<file path="config.mk">
export PLATFORM = sky130hd
export DESIGN_NAME = io_bus_responder
export DESIGN_NICKNAME = d
export VERILOG_FILES = /design/src/rtl/io_bus_responder_pkg.sv /design/src/rtl/io_bus_responder_debouncer.sv /design/src/rtl/io_bus_responder.sv
export SDC_FILE = /design/constraint.sdc
export NUM_CORES = 1
export LEC_CHECK = 0
export CAP_MARGIN = 20
export CORE_ASPECT_RATIO = 1.25
export CORE_MARGIN = 2
export CORE_UTILIZATION = 40
export CTS_BUF_LIST = sky130_fd_sc_hd__clkbuf_16
export DETAILED_ROUTE_END_ITERATION = 10
export GPL_ROUTABILITY_DRIVEN = 0
export HOLD_SLACK_MARGIN = 0.1
export PLACE_DENSITY = 0.75
export SLEW_MARGIN = 40
export SYNTH_ARGS = -nofsm -noshare
export SYNTH_HDL_FRONTEND = slang
export SYNTH_SLANG_ARGS = --single-unit
</file>
<file path="constraint.sdc">
create_clock -name clk -period 2.71 [get_ports clk]
set_clock_uncertainty 0.15 [all_clocks]
set_input_delay 0.271 -clock clk [delete_from_list [all_inputs] [get_ports clk]]
set_output_delay 0.271 -clock clk [all_outputs]
set_load 0.01 [all_outputs]
</file>
<file path="src/rtl/io_bus_responder_pkg.sv">
// Shared address map, status bit positions and helpers for the IO bus responder.
// Decode is exact on the 8-bit IO byte address.
package io_bus_responder_pkg;

  localparam logic [7:0] IO_LED        = 8'h00;
  localparam logic [7:0] IO_OUT_STATUS = 8'h04;
  localparam logic [7:0] IO_SEG        = 8'h08;
  localparam logic [7:0] IO_IN_STATUS  = 8'h0C;
  localparam logic [7:0] IO_SW         = 8'h10;
  localparam logic [7:0] IO_CYCLE      = 8'h14;

  localparam int OUT_READY_BIT = 0;
  localparam int IN_VALID_BIT  = 0;
  localparam int OVERRUN_BIT   = 1;

  typedef enum logic {
    OUT_IDLE,
    OUT_BUSY
  } out_state_e;

  function automatic logic [3:0] digit_sel(input logic [31:0] data, input logic [2:0] idx);
    return data[{idx, 2'b00} +: 4];
  endfunction

endpackage

</file>
<file path="src/rtl/io_bus_responder_debouncer.sv">
// Level debouncer: output follows din once din has differed from it for DEBOUNCE_CYCLES
// consecutive cycles; rise pulses on the edge where the output goes 0 -> 1.
module io_debouncer #(
  parameter int DEBOUNCE_CYCLES = 100000
) (
  input  logic clk,
  input  logic rst,
  input  logic din,
  output logic dout,
  output logic rise
);

  localparam int CW = (DEBOUNCE_CYCLES > 1) ? $clog2(DEBOUNCE_CYCLES) : 1;
  localparam logic [CW-1:0] CNT_LAST = CW'(DEBOUNCE_CYCLES - 1);

  logic [CW-1:0] cnt;
  logic          settle;

  assign settle = (din != dout) && (cnt == CNT_LAST);
  assign rise   = settle && din;

  always_ff @(posedge clk) begin
    if (rst) begin
      cnt  <= '0;
      dout <= 1'b0;
    end else if (din != dout) begin
      if (settle) begin
        dout <= din;
        cnt  <= '0;
      end else begin
        cnt <= cnt + CW'(1);
      end
    end else begin
      // any return to the current level restarts the qualification window
      cnt <= '0;
    end
  end

endmodule

</file>
<file path="src/rtl/io_bus_responder.sv">
// Memory-mapped IO responder: LED register, scanned seven-segment output, debounced
// switch capture and a free-running cycle counter. Writes land on the io_we edge; reads are combinational.
module io_bus_responder
  import io_bus_responder_pkg::*;
#(
  parameter int DEBOUNCE_CYCLES = 100000,
  parameter int SCAN_CYCLES     = 50000
) (
  input  logic        clk,
  input  logic        rst,
  input  logic [7:0]  io_addr,
  input  logic [31:0] io_dout,
  input  logic        io_we,
  output logic [31:0] io_din,
  input  logic [7:0]  sw,
  input  logic        btn,
  output logic [7:0]  led,
  output logic [2:0]  an,
  output logic [3:0]  seg
);

  localparam int DW = (SCAN_CYCLES > 1) ? $clog2(SCAN_CYCLES) : 1;
  localparam logic [DW-1:0] DIV_LAST = DW'(SCAN_CYCLES - 1);

  logic wr_led, wr_seg, wr_ack;

  assign wr_led = io_we && (io_addr == IO_LED);
  assign wr_seg = io_we && (io_addr == IO_SEG);
  assign wr_ack = io_we && (io_addr == IO_IN_STATUS);

  // LED register
  always_ff @(posedge clk) begin
    if (rst) begin
      led <= '0;
    end else if (wr_led) begin
      led <= io_dout[7:0];
    end
  end

  // Seven-segment data and scan
  logic [31:0]   seg_reg;
  logic [DW-1:0] div;
  logic          wrap;

  assign wrap = (div == DIV_LAST);

  always_ff @(posedge clk) begin
    if (rst) begin
      seg_reg <= '0;
    end else if (wr_seg) begin
      seg_reg <= io_dout;
    end
  end

  always_ff @(posedge clk) begin
    if (rst || wr_seg) begin
      div <= '0;
      an  <= '0;
    end else if (wrap) begin
      div <= '0;
      an  <= an + 3'd1;
    end else begin
      div <= div + DW'(1);
    end
  end

  assign seg = digit_sel(seg_reg, an);

  // Output-ready tracking: busy from a SEG write until the scan wraps past digit 7
  out_state_e out_state, out_state_next;
  logic       out_ready;

  always_ff @(posedge clk) begin
    if (rst) begin
      out_state <= OUT_IDLE;
    end else begin
      out_state <= out_state_next;
    end
  end

  always_comb begin
    out_state_next = out_state;
    case (out_state)
      OUT_IDLE: begin
        if (wr_seg) out_state_next = OUT_BUSY;
      end
      OUT_BUSY: begin
        if (!wr_seg && wrap && (an == 3'd7)) out_state_next = OUT_IDLE;
      end
      default: out_state_next = OUT_IDLE;
    endcase
  end

  assign out_ready = (out_state == OUT_IDLE);

  // Input path: synchronize sw and btn, debounce btn
  logic [7:0] sw_s1, sw_s2;
  logic       btn_s1, btn_s2;

  always_ff @(posedge clk) begin
    if (rst) begin
      sw_s1  <= '0;
      sw_s2  <= '0;
      btn_s1 <= 1'b0;
      btn_s2 <= 1'b0;
    end else begin
      sw_s1  <= sw;
      sw_s2  <= sw_s1;
      btn_s1 <= btn;
      btn_s2 <= btn_s1;
    end
  end

  logic btn_level, deb_rise, btn_rise;

  io_debouncer #(
    .DEBOUNCE_CYCLES(DEBOUNCE_CYCLES)
  ) u_debouncer (
    .clk  (clk),
    .rst  (rst),
    .din  (btn_s2),
    .dout (btn_level),
    .rise (deb_rise)
  );

  assign btn_rise = deb_rise && !btn_level;

  logic [7:0] sw_reg;
  logic       in_valid, overrun;

  always_ff @(posedge clk) begin
    if (rst) begin
      sw_reg   <= '0;
      in_valid <= 1'b0;
      overrun  <= 1'b0;
    end else begin
      if (wr_ack) begin
        in_valid <= 1'b0;
        overrun  <= 1'b0;
      end
      // a rise coinciding with an ack is treated as a fresh capture
      if (btn_rise) begin
        if (!in_valid || wr_ack) begin
          sw_reg   <= sw_s2;
          in_valid <= 1'b1;
        end else begin
          overrun <= 1'b1;
        end
      end
    end
  end

  // Cycle counter
  logic [31:0] cycle_cnt;

  always_ff @(posedge clk) begin
    if (rst) begin
      cycle_cnt <= '0;
    end else begin
      cycle_cnt <= cycle_cnt + 32'd1;
    end
  end

  // Read mux
  always_comb begin
    io_din = '0;
    case (io_addr)
      IO_OUT_STATUS: io_din[OUT_READY_BIT] = out_ready;
      IO_IN_STATUS: begin
        io_din[IN_VALID_BIT] = in_valid;
        io_din[OVERRUN_BIT]  = overrun;
      end
      IO_SW:    io_din = {24'b0, sw_reg};
      IO_CYCLE: io_din = cycle_cnt;
      default:  io_din = '0;
    endcase
  end

endmodule

</file>
After elaboration in Yosys (flattened, before gate mapping)
Cells that the tools add are included.
{"block": "word_totals", "inputBits": 52, "regBits": 138}
{"block": "op_classes", "bitwise_logic": 2, "reduce_logical": 18, "n_shift": 1, "n_mux": 12, "addsub": 4, "n_eq_ne": 9}
{"cell": "30-bit case mux with 2 select lines", "n": 1}
{"cell": "32-bit by 1-bit adder with 32-bit output (second input constant)", "n": 1}
{"cell": "32-bit by 6-bit indexed part select with 4-bit output", "n": 1}
{"cell": "17-bit by 1-bit adder with 17-bit output (second input constant)", "n": 1}
{"cell": "17-bit == test (second input constant)", "n": 1}
{"cell": "16-bit by 1-bit adder with 16-bit output (second input constant)", "n": 1}
{"cell": "16-bit == test (second input constant)", "n": 1}
{"cell": "8-bit by 4-bit == test with 1-bit output (second input constant)", "n": 2}
{"cell": "8-bit by 5-bit == test with 1-bit output (second input constant)", "n": 2}
{"cell": "8-bit by 3-bit == test with 1-bit output (second input constant)", "n": 1}
{"cell": "1-bit logical AND", "n": 8}
{"cell": "8-bit zero test", "n": 1}
{"cell": "1-bit 2-to-1 mux", "n": 8}
{"cell": "1-bit case mux with 4 select lines", "n": 1}
{"cell": "2-bit AND reduction", "n": 2}
{"cell": "3-bit by 1-bit adder with 3-bit output (second input constant)", "n": 1}
{"cell": "3-bit == test (second input constant)", "n": 1}
{"cell": "1-bit zero test", "n": 3}
{"cell": "1-bit case mux with 3 select lines", "n": 1}
{"cell": "3-bit OR reduction", "n": 1}
{"cell": "1-bit logical OR", "n": 2}
{"cell": "1-bit NOT", "n": 2}
{"cell": "1-bit case mux with 2 select lines", "n": 1}
{"cell": "2-bit OR reduction", "n": 1}
{"cell": "1-bit inequality test", "n": 1}

Depth between registers and ports, before layout
{"block": "depth", "depth_word": 7, "depth_mapped": 7, "mapped_depth_nobuf": 5}

Hierarchy
A second synthesis with hierarchy kept.
{"block": "hier_totals", "cells_unflattened": 679, "area_unflattened_um2": 6173.4}
{"mod": "io_bus_responder", "n_inst": 1, "cells_each": 586, "area_per_inst_um2": 5291.3}
{"mod": "io_debouncer", "n_inst": 1, "cells_each": 93, "area_per_inst_um2": 882.1}

Worst setup path after synthesis
No wires, ideal clock.
{"block": "synth_path", "path_type": "register to output", "from": "register an[0]", "to": "output port seg[0]", "t_arrival_ps": 1713, "slack_ps": 576, "path_stages_with_launch": 4, "required_ps": 2289, "path_cell_list": "dfxtp_1 -> clkbuf_1 -> mux4_2 -> mux2_2"}
{"block": "synth_between", "elab_chain_len": 1}
{"item": "from (decl)", "line_no": "io_bus_responder.sv:18", "source": "output logic [2:0] an,"}
{"item": "from (signal assigned)", "line_no": "io_bus_responder.sv:61", "source": "an <= an + 3'd1;"}
{"item": "32-bit by 6-bit indexed part select with 4-bit output", "line_no": "io_bus_responder_pkg.sv:22", "source": "return data[{idx, 2'b00} +: 4];"}
{"item": "to (decl)", "line_no": "io_bus_responder.sv:19", "source": "output logic [3:0] seg"}
No other way between the ends.

Worst setup path in the final report
Ends and elaborated chain as after synthesis.

==> results.md <==
* Clk network pwr share at 0.525
* RR Endpoint: cycle_cnt[22]
* Clock buffers created by TritonCTS at 17
* Remaining DRCs at 0
* Area overhead of the layout relative to synthesis at 29.3%
* Top post-synthesis cells by area: dfxtp_1 (45%), nand2_1 (5.2%), a21oi_1 (4.7%), mux2i_1 (4.2%), nor2_1 (4.0%)
* Die boundary width at 115 um
* Cell count after synthesis at 691
* Power consumption at 4.71 mW
* Worst Hold Class: input pin to flip-flop
* Normalized max-slew margin at 0.657
* Final setup violation count at 0
* Static Leak at 2.71 nW
* Share of layout cells above drive strength 1 at 0.0901
* CP endpoint kind: primary output
* Sinks on the clock net at 138
* Warning count from the yosys run at 0
* Register-to-register setup slack at 380 ps
* Antenna viol nets, final at 0
* Pin slew with the least headroom to its limit at 511 ps
* End of the worst hold path: led[1]
* Start of the worst register-to-register path: cycle_cnt[0]
* Share of the yosys chip area belonging to registers at 0.449
* Worst min-delay path startpoint: rst
* Max-capacitance violation count at 0
* Total Negative Setup Slacks at 0 ps
* Count leader, synth: dfxtp_1
* Floorplan die area at 0.0164 sq mm
* Cell count of the worst hold path at 2
* Post-synthesis cell type count at 46
* NumNets Final at 843
* Fraction of registers with async set/reset at 0
* Via density at 5.27
* Dominant synthesized flop cell: dfxtp_1
* Count of input and output buffers at 98
* Number of DRC markers in iteration 0 at 302
* Worst Reg-to-Reg Cells at 5
* Instance area at placement at 0.00728 sq mm
* Number of top-level pins at 99
* Type of origin of the critical path: flip-flop
* Data arrival time of the critical path at 2190 ps
* Starting density of the core at 0.410
* Antenna diode instance count at 0
* Maximum number of pins on one net before global-route repair at 54
* Final cell area excluding filler cells at 0.00795 sq mm
* CP startpoint: an[0]
* Result of the run: finished clean
* Number of antenna violations at the first check in global routing at 0
* Power share of the sequential group at 0.438
* Global-route wire length before repair at 22,900 um
* Synth Area per Inst at 8.90 sq um
* Detail-routed net length per standard cell at 13.8 um
* Top-area cell type share of the netlist area at 0.449
* Detailed placer's ending HPWL at 9370 um
* Top fanout value on the critical path at 11
* TritonCTS clock tree: done
* Power per standard cell area at 592 mW/mm^2
* Clock-pin slew on the worst setup and hold paths at 60 ps
* Part of the power in combinational logic at 0.037
* Vertical die dimension at 143 um
* Number of global-route vias before repair at 4,854
* Number of pins exceeding their max-slew limit in the final report at 0
* Net Switching at 1.00 mW
* Placeable core region at 0.0150 sq mm
* Number of H-tree branching levels at 4
* Count of vias placed by the detailed router at 5,166
* Netlist Area Pre-Place at 0.00615 sq mm
* Path type of the worst setup path: flip-flop to primary output
* Number of fill cells in the layout at 1,374
* Root buf cell: clkbuf_16
* Internal power component at 3.71 mW
* Final hold violation count at 0
* Cell type with the largest total area after synthesis: dfxtp_1
* Later-pin clock latency in the skew report at 410 ps
* Total routing resource utilization after global routing at 0.172
* Number of enable-type register cells in the synthesized netlist at 0
* Final cycle utilization of the critical path at 0.962
* Most used standard cells in the synthesized netlist: dfxtp_1 (138), nand2_1 (85), nor2_1 (65)
* CTS Hold Bufs at 0
* Row count at 50
* Switching part of the total at 0.213
* Data required time at the worst endpoint at 2290 ps
* Drt pass-1 iters at 4
* Worst supply voltage drop on vdd at 356 uV
* Maximum clock frequency at 0.384 GHz
* Aggregate routed wire length at 13,500 um
* Clock buffer depth at 2
* Time the final worst path needs with I/O delays and setup at 2610 ps
* Synthesis-stage register bit count at 138
* Unrepaired setup endpoints after global routing: false
* GRT overflow at 0
* Number of nets in the synthesized netlist at 748
worst max-delay path by stage:
stage,end,cells past startpoint
after floorplan,seg[0],3
after global placement,io_din[8],7
after detailed placement,io_din[16],7
after CTS,seg[2],4
after global routing,io_din[17],7
final,seg[0],4
metrics by stage:
| step | setup slack (ps) | util | std cells | hold slack, ps |
|---|---|---|---|---|
| after floorplan | 576 | - | 691 | 249 |
| after global placement | 59.2 | 0.485 | 948 | 269 |
| after detailed placement | -12.2 | 0.485 | 948 | 277 |
| after CTS | 24.4 | 0.528 | 980 | 132 |
| after global routing | 16.0 | 0.530 | 981 | 161 |
| final | 103 | 0.530 | 981 | 136 |
layer usage:
layer / part of all wire / GRT usage / vias up / wire length [um]
li1: - / - / 2614 / -
met1: 0.45 / 0.217 / 2425 / 6070
met2: 0.49 / 0.289 / 115 / 6670
met3: 0.047 / 0.0429 / 12 / 634
met4: 0.012 / 0.0545 / 0 / 164
met5: 0 / 0 / - / 0
worst max-delay path, cell delays in order (launching register included):
cell and delay [ps]:
dfxtp_1 350, buf_12 160, mux4_2 510, mux2_2 280, clkdlybuf4s50_1 480
power groups by stage:
| stage | sequential (mW) | clock, mW | combinational (mW) |
|---|---|---|---|
| after floorplan | 2.10 | 0 | 0.0762 |
| after global placement | 2.11 | 0 | 0.171 |
| after detailed placement | 2.11 | 0 | 0.172 |
| after CTS | 2.06 | 2.52 | 0.175 |
| after global routing | 2.06 | 2.61 | 0.190 |
| final | 2.06 | 2.48 | 0.174 |
cell type report:
cell class | count | area (sq um) | area share
clock buffers | 17 | 425 | 0.0535
multi-input cells | 505 | 3170 | 0.398
clock inverters | 15 | 213 | 0.0267
flip-flops and latches | 138 | 2760 | 0.347
well taps | 182 | 228 | 0.0286
inverters | 11 | 41.3 | 0.00519
repair buffers | 113 | 1120 | 0.141
repair_timing:
action                     4_1_cts  5_1_grt
resized for setup                2        5
buffers inserted                 0        1
pin swaps                        0        1
setup endpoints to repair       12       24
logic make-up after synthesis:
group	Yosys count	synth area share
adder cells (fa/ha/maj)	5	0.0102
AO/OA/AOI/OAI	90	0.0808
XOR/XNOR	35	0.0498
buffers and inverters	48	0.0380
multiplexers	40	0.0826
flip-flops	138	0.449
AND/OR/NAND/NOR	335	0.289
placed cells by master (no fill, tap or decap), types with 2 or more instances in the layout:
cell / n
a21oi_1: 58
and2_1: 20
and3_1: 4
and4_1: 6
buf_12: 2
buf_4: 14
bufinv_16: 4
clkbuf_16: 17
clkdlybuf4s50_1: 96
clkinv_4: 3
clkinvlp_4: 2
dfxtp_1: 138
ha_1: 5
inv_1: 11
inv_6: 4
mux2_2: 6
mux2i_1: 26
mux4_2: 8
nand2_1: 85
nand2b_1: 16
nand3_1: 26
nand4_1: 18
nand4_4: 2
nand4b_1: 2
nor2_1: 64
nor2b_1: 23
nor3_1: 11
nor3b_1: 2
nor4_1: 10
nor4b_1: 2
o21ai_0: 15
o31ai_1: 11
or3_1: 17
or4_1: 16
or4bb_1: 2
xnor2_1: 22
xor2_1: 13
Note: power is estimated with default switching activity, not from simulation.
